===== config.mk =====
export PLATFORM = sky130hd
export DESIGN_NAME = data_memory_arbiter
export DESIGN_NICKNAME = d
export VERILOG_FILES = /design/src/rtl/data_memory_arbiter.sv
export SDC_FILE = /design/constraint.sdc
export NUM_CORES = 1
export LEC_CHECK = 0
export CAP_MARGIN = 10
export CORE_AREA = 5 5 101 103
export DETAILED_ROUTE_END_ITERATION = 10
export DIE_AREA = 0 0 106 108
export GPL_ROUTABILITY_DRIVEN = 0
export GPL_TIMING_DRIVEN = 0
export HOLD_SLACK_MARGIN = 0.06
export PLACE_DENSITY = 0.69
export SYNTH_ARGS = -nofsm -noshare
export SYNTH_HDL_FRONTEND = slang
export SYNTH_SLANG_ARGS = --single-unit

===== constraint.sdc =====
create_clock -name clk -period 2.8 [get_ports clk]
set_input_delay 0.56 -clock clk [delete_from_list [all_inputs] [get_ports clk]]
set_output_delay 0.56 -clock clk [all_outputs]
set_load 0.01 [all_outputs]

===== src/rtl/data_memory_arbiter.sv =====
// Shares the single data-memory port between the CPU load/store path and a DMA/loader port.
// CPU has priority; a saturating wait counter forces DMA grants, and a burst limit forces a CPU yield.
module data_memory_arbiter #(
  parameter int MAX_WAIT  = 4,
  parameter int BURST_MAX = 8
) (
  input  logic        clk,
  input  logic        rst,
  input  logic        cpu_req,
  input  logic        cpu_we,
  input  logic [31:0] cpu_a,
  input  logic [31:0] cpu_wd,
  output logic        cpu_stall,
  input  logic        dma_req,
  input  logic        dma_we,
  input  logic        dma_burst,
  input  logic [31:0] dma_a,
  input  logic [31:0] dma_wd,
  output logic        dma_gnt,
  output logic [31:0] rd,
  output logic [31:0] data_memory_a,
  output logic        data_memory_we,
  output logic [31:0] data_memory_wd,
  input  logic [31:0] data_memory_rd
);
  localparam int WW = $clog2(MAX_WAIT + 1);
  localparam int BW = $clog2(BURST_MAX + 1);

  typedef enum logic [1:0] {ARB, BURST, YIELD} state_t;

  state_t        state, state_nxt;
  logic [WW-1:0] wait_cnt, wait_nxt;
  logic [BW-1:0] burst_cnt, burst_nxt;
  logic          cpu_gnt, dma_g, forced, arb_dma;

  always_ff @(posedge clk or negedge rst) begin
    if (!rst) begin
      state     <= ARB;
      wait_cnt  <= '0;
      burst_cnt <= '0;
    end else begin
      state     <= state_nxt;
      wait_cnt  <= wait_nxt;
      burst_cnt <= burst_nxt;
    end
  end

  always_comb begin
    state_nxt = state;
    burst_nxt = burst_cnt;
    if (dma_req && !dma_g)
      wait_nxt = forced ? wait_cnt : wait_cnt + WW'(1);
    else
      wait_nxt = '0;
    case (state)
      ARB: if (dma_g && dma_burst) begin
        state_nxt = BURST;
        burst_nxt = BW'(1);
      end
      BURST: begin
        if (dma_g) begin
          burst_nxt = burst_cnt + BW'(1);
          if (!dma_burst)                                state_nxt = ARB;
          else if (burst_cnt + BW'(1) == BW'(BURST_MAX)) state_nxt = YIELD;
        end else begin
          // DMA dropped its request, which unlocks the port
          state_nxt = ARB;
          burst_nxt = '0;
        end
      end
      YIELD: begin
        state_nxt = ARB;
        burst_nxt = '0;
      end
      default: begin
        state_nxt = ARB;
        burst_nxt = '0;
      end
    endcase
  end

  // Grants are combinational and forced to zero while reset is held, so no write lands in a reset cycle.
  always_comb begin
    forced  = (wait_cnt == WW'(MAX_WAIT));
    arb_dma = dma_req & (forced | ~cpu_req);
    dma_g   = 1'b0;
    if (rst) begin
      case (state)
        ARB:     dma_g = arb_dma;
        BURST:   dma_g = dma_req | arb_dma;
        YIELD:   dma_g = dma_req & ~cpu_req;
        default: dma_g = 1'b0;
      endcase
    end
    cpu_gnt   = rst & cpu_req & ~dma_g;
    cpu_stall = rst & cpu_req & ~cpu_gnt;
    dma_gnt   = dma_g;
    rd        = data_memory_rd;
    if (dma_g) begin
      data_memory_a  = dma_a;
      data_memory_wd = dma_wd;
      data_memory_we = dma_we;
    end else if (cpu_gnt) begin
      data_memory_a  = cpu_a;
      data_memory_wd = cpu_wd;
      data_memory_we = cpu_we;
    end else begin
      data_memory_a  = '0;
      data_memory_wd = '0;
      data_memory_we = 1'b0;
    end
  end
endmodule


==> impl_metrics.yaml, run 1 <==
grt:
  grt_max_degree: 16
  grt_usage: 0.145
  grt_pass1_vias: 2451
  grt_pass1_wl_um: 13400
  antenna_found_initial: 0
  grt.overflow.total: 0
clock_network:
  clk_pin_slew_worst_paths_ns: 0.05
  clk_latency_ns: 0.23
  h-tree-depth: 1
  cts_buffer_depth: 2
  numCtsBuffers: 3
  cts.sinks: 9
  cts-root-buf: "clkbuf_8"
  cts_tree: "done"
worst_setup_path:
  crit_type: "flop to output pin"
  crit_path_max_fanout: 10
  cp-start-kind: "flop"
  crit_path_end_kind: "output pin"
  worst_ep_required_time_ns: 2.24
  arrival_ns: 2.16
power_and_ir_drop:
  p_leak_nw: 1.93
  power_density_nw_per_um2: 218
  vdd_drop_max_v: 0.0000876
timing:
  finalCriticalPeriod_ns: 2.72
  rsz0062_at_grt: "no"
  slew_violations: 0
  finalSetupViolations: 0
  fin_setup_tns_ns: 0
  finalHoldViolCount: 0
  fin_skew_ns: 0.00280
  post-route-period-util: 0.970
  tightest_slew_ns: 0.372
  slew_headroom: 0.752
  setup_ws_ns: 0.0826
  max_clock_freq_mhz: 368
layout:
  drive_gt1_frac: 0.147
  area_growth_pct: 173
  final_cell_mix: "clkdlybuf4s50_1 (164), a22o_1 (66), dlygate4sd2_1 (65)"
  antenna_cells: 0
  final_common_cell: "clkdlybuf4s50_1"
  fin_nets: 587
  stdcell_area_sq_um: 3990
synth:
  synth_warnings: 0
  synth-seq-area-share: 0.154
  synthCells: 175
  synth-compound-area-share: 0.468
  synthMuxAreaShare: 0.00771
  synth_fa_ha_area_frac: 0.0257
  syn_area_sq_um: 1460
  synth_cell_types: 30
  syn_nets: 345
  synth_top_area_share: 0.396
  syn_avg_cell_area_sq_um: 8.34
  synth_top_family_by_area: "compound AO/OA/AOI/OAI gates"
  synth-xor-area-share: 0.0180
  yosys.area_share.simple: 0.0960
  ys_ff_latch: 9
  synth_area_leaders: "a22o_1 (40%), buf_4 (17%), dfrtp_1 (15%)"
  netlist.top_cell.by_area: "a22o_1"
detailed_routing:
  vias: 2330
  wire_per_inst_um: 17.7
  dr.pass1.iters: 4
  drt.antenna.violating_nets: 0
  drc: 0
  wirelength_um: 9350
  via_per_inst: 4.42
  drt_first_iter_violations: 62
die:
  rows: 35
  core_sq_um: 9110
  ios: 266
  die_h_um: 108
  fp.dieW_um: 106
  initial_core_util: 0.160
  die_area_sq_um: 11400
placement:
  dpl.hpwl_um: 8320
  dp_slack_ns: -0.882
  port_buffers: 233
  placed_area_sq_um: 3930
status:
  outcome: "finished clean"
job:
  max_cap_violations: 0
hold_path:
  hold_path_class: "primary input to asynchronous set/reset pin"
-- cells by family after synthesis --
kind of cell    Yosys count
compound gates           82
xor+xnor                  3
fa+ha+maj                 3
buf+inv                  52
flops                     9
mux                       1
simple gates             25
-- synth_stat cells --
library cell	number
a211oi_1	1
a22o_1	66
a311o_1	1
nor2b_1	4
a21oi_1	5
mux2_2	1
o311a_1	1
xnor2_1	1
o21ai_0	4
nor2_1	3
buf_2	14
buf_4	33
or4b_1	1
nand4_1	1
a21oi_2	1
inv_1	3
nor3_1	1
dfrtp_1	9
a21boi_0	1
o211a_1	1
xor2_1	2
nand3b_1	1
ha_1	3
a31oi_1	1
nand2_1	5
clkbuf_1	2
and2_1	2
nor4_1	1
and4bb_1	1
nand3_1	5
-- report_power, final --
part           leakage, nW  switching [mW]  internal [mW]
combinational         1.79           0.197          0.371
sequential           0.122          0.0115          0.140
clock               0.0228          0.0521         0.0993
total                 1.93           0.260          0.610
-- layer usage --
layer | up-vias | track usage | routed length, um
met4 | 0 | 0.0278 | 108
met2 | 142 | 0.287 | 5010
met5 | - | 0 | 0
li1 | 1131 | - | -
met1 | 1051 | 0.147 | 3230
met3 | 6 | 0.0507 | 1010
-- state kept, by name (all words and copies together) (netlist names) --
register	count
state	2
wait_cnt	3
burst_cnt	4
-- layout make-up --
| class | count | area [sq um] |
|---|---|---|
| fillers | 902 | 5120 |
| repair buffers | 237 | 2280 |
| multi-input cells | 114 | 918 |
| plain buffers | 49 | 370 |
| flip-flops and latches | 9 | 225 |
| well taps | 111 | 139 |
| clock buffers | 4 | 45.0 |
| inverters | 3 | 11.3 |
-- final timing paths --
kind                       slack, ns        start  cells after the start                 end
max                             0.08  wait_cnt[1]                      8  data_memory_wd[15]
min                             0.21          rst                      1            state[1]
max reg2reg                     1.22  wait_cnt[1]                      7            state[1]
min reg2reg                     0.60     state[1]                      2        burst_cnt[1]
max in group asynchronous       2.37          rst                      1         wait_cnt[2]
min in group clk                0.60     state[1]                      2        burst_cnt[1]
-- worst max-delay path, stage by stage (launching register included) --
cell and delay [ns]:
dfrtp_1 0.39, inv_2 0.09, ha_4 0.17, a21oi_1 0.07, o311a_1 0.38, buf_6 0.16
buf_4 0.17, a22o_1 0.20, dlygate4sd2_1 0.29
-- timing repair --
action | in CTS | in global routing
pin swaps | 1 | 2
resized for setup | 89 | 10
hold endpoints to repair | 0 | 0
hold buffers | 0 | 0
buffers inserted | 2 | 2
setup endpoints to repair | 67 | 50
-- through the flow --
stage / hold slack (ns) / util / std cells / power [mW]
after CTS: 0.209 / 0.434 / 525 / 0.874
after global routing: 0.210 / 0.438 / 527 / 0.925
after floorplan: 0.264 / - / 175 / 0.353
final: 0.209 / 0.438 / 527 / 0.870
after detailed placement: 0.576 / 0.432 / 519 / 0.752
after global placement: 0.573 / 0.432 / 519 / 0.744
Power figures use the tool's default switching activity.
==> run 2, diff against run 1 <==
RECOVER_POWER = 100   (was not set)
==> run 2 against run 1 <==
  * Flip-flop and latch count did not move
  * Global-route usage unchanged
  * Non-clock buffer count did not move
  * Final cell count unchanged
==> impl_metrics.yaml, run 2 (same netlist as run 1, synthesis figures left out) <==
placement:
  placed_area_sq_um: 3930
  dpl.hpwl_um: 8320
  port_buffers: 233
die:
  die_area_sq_um: 11400
  core_sq_um: 9110
  initial_core_util: 0.160
  die_h_um: 108
  fp.dieW_um: 106
  ios: 266
  rows: 35
hold_path:
  hold_path_class: "primary input to asynchronous set/reset pin"
status:
  outcome: "finished clean"
worst_setup_path:
  cp.depth: 8
  ff2ff_path_depth: 7
  cp_cell_sequence: "inv_2 > ha_4 > a21oi_1 > o311a_1 > buf_6 > buf_4 > a22o_1 > dlygate4sd2_1"
  crit_path_max_fanout: 10
  crit_type: "flop to output pin"
  crit_path_end_kind: "output pin"
  endpoint: "data_memory_wd[15]"
  rr_endpoint: "state[1]"
  path_buf_inv: 4
  arrival_ns: 2.16
  cpMaxStageDelayCell: "dfrtp_1"
  timing.rr.start: "wait_cnt[1]"
  cp-startpoint: "wait_cnt[1]"
  worst_ep_required_time_ns: 2.24
  r2r_setup_slack_ns: 1.22
  cp-start-kind: "flop"
  crit_family: "buffers and inverters"
  slowest_delay_ns: 0.39
layout:
  final_common_cell: "clkdlybuf4s50_1"
  stdcell_area_sq_um: 3980
  largest_reg_flops: 4
  drive_gt1_frac: 0.147
  antenna_cells: 0
  fin_nets: 587
  regMostFlops: "burst_cnt"
  area_growth_pct: 173
  final_cell_mix: "clkdlybuf4s50_1 (131), a22o_1 (66), dlygate4sd2_1 (66)"
  top_regs: "burst_cnt: 4 flops, wait_cnt: 3 flops, state: 2 flops"
grt:
  gr-usage-met2: 0.287
  use_met1: 0.147
  grt_usage: 0.145
  antenna_found_initial: 0
  grt-busiest-layer: "met2"
  grt_pass1_vias: 2451
  use_met3: 0.0507
  grt_pass1_wl_um: 13400
  grt_max_degree: 16
  grt.overflow.total: 0
timing:
  finalCriticalPeriod_ns: 2.72
  fin_skew_ns: 0.00210
  finalHoldViolCount: 0
  max_clock_freq_mhz: 368
  slew_headroom: 0.757
  fin_setup_tns_ns: 0
  slew_violations: 0
  tightest_slew_ns: 0.364
  rsz0062_at_grt: "no"
  post-route-period-util: 0.971
  finalSetupViolations: 0
detailed_routing:
  drc: 0
  drt_first_iter_violations: 72
  dr.pass1.iters: 4
  wire_per_inst_um: 17.8
  vias: 2332
  via_per_inst: 4.43
  drt.antenna.violating_nets: 0
  wirelength_um: 9370
power_and_ir_drop:
  power_density_nw_per_um2: 216
  p_leak_nw: 1.93
  vdd_drop_max_v: 0.0000886
clock_network:
  cts-root-buf: "clkbuf_8"
  cts_tree: "done"
  holdBufCountCts: 0
  cts_buffer_depth: 2
  clk_latency_ns: 0.23
  clk_pin_slew_worst_paths_ns: 0.05
  cts.sinks: 9
  h-tree-depth: 1
  numCtsBuffers: 3
job:
  max_cap_violations: 0
==> run 2: cell types whose count changed in the layout (fill, tap and decap cells not counted) <==
cell             before  now
dlygate4sd2_1        65   66
buf_4                47   45
dlygate4sd3_1         0   33
clkdlybuf4s50_1     164  131
clkbuf_4              0    1
buf_2                 3    4
clkdlybuf4s15_1       2    1
dlymetal6s2s_1        1    0
clkdlybuf4s25_1       0    1
==> run 2: final cells by class <==
class | instances | area, sq um
multi-input cells | 114 | 918
fillers | 905 | 5130
well taps | 111 | 139
plain buffers | 49 | 368
repair buffers | 237 | 2270
inverters | 3 | 11.3
clock buffers | 4 | 45.0
flip-flops and latches | 9 | 225
==> run 2: worst min path at each step <==
stage	from	end	cells past startpoint
after floorplan	rst	burst_cnt[0]	0
after global placement	burst_cnt[0]	burst_cnt[0]	1
after detailed placement	state[1]	burst_cnt[1]	2
after CTS	rst	burst_cnt[2]	1
after global routing	rst	burst_cnt[2]	1
final	rst	state[1]	1
==> run 2: stage by stage <==
stage / worst slack (ns) / utilization / total power [mW] / std cells / hold WS (ns)
after floorplan: 0.660 / - / 0.353 / 175 / 0.264
after global placement: -0.862 / 0.432 / 0.744 / 519 / 0.573
after detailed placement: -0.882 / 0.432 / 0.752 / 519 / 0.576
after CTS: 0.00824 / 0.434 / 0.874 / 525 / 0.209
after global routing: 0.00152 / 0.437 / 0.914 / 527 / 0.210
final: 0.0816 / 0.437 / 0.861 / 527 / 0.208
==> run 2: repair_timing <==
item,CTS,global route
setup endpoints to repair,67,50
resized for setup,89,10
setup buffers,2,2
pin swaps,1,2
==> run 2: report_power, final <==
group          internal [mW]  switching (mW)
Sequential             0.140          0.0115
Clock                 0.0994          0.0531
Combinational          0.361           0.196
==> run 2: routing by layer <==
| layer | routed length, um | share of wire |
|---|---|---|
| met2 | 5040 | 0.54 |
| met4 | 105 | 0.011 |
| met5 | 0 | 0 |
| met1 | 3210 | 0.34 |
| met3 | 1020 | 0.11 |
==> run 3, diff against run 2 <==
ABC_CLOCK_PERIOD_IN_PS = 2800   (was not set)
CTS_CLUSTER_DIAMETER = 40   (was not set)
GPL_ROUTABILITY_DRIVEN = 1   (was 0)
==> results of run 3 <==
No change in the layout: final DEF, timing and power equal those of run 2.
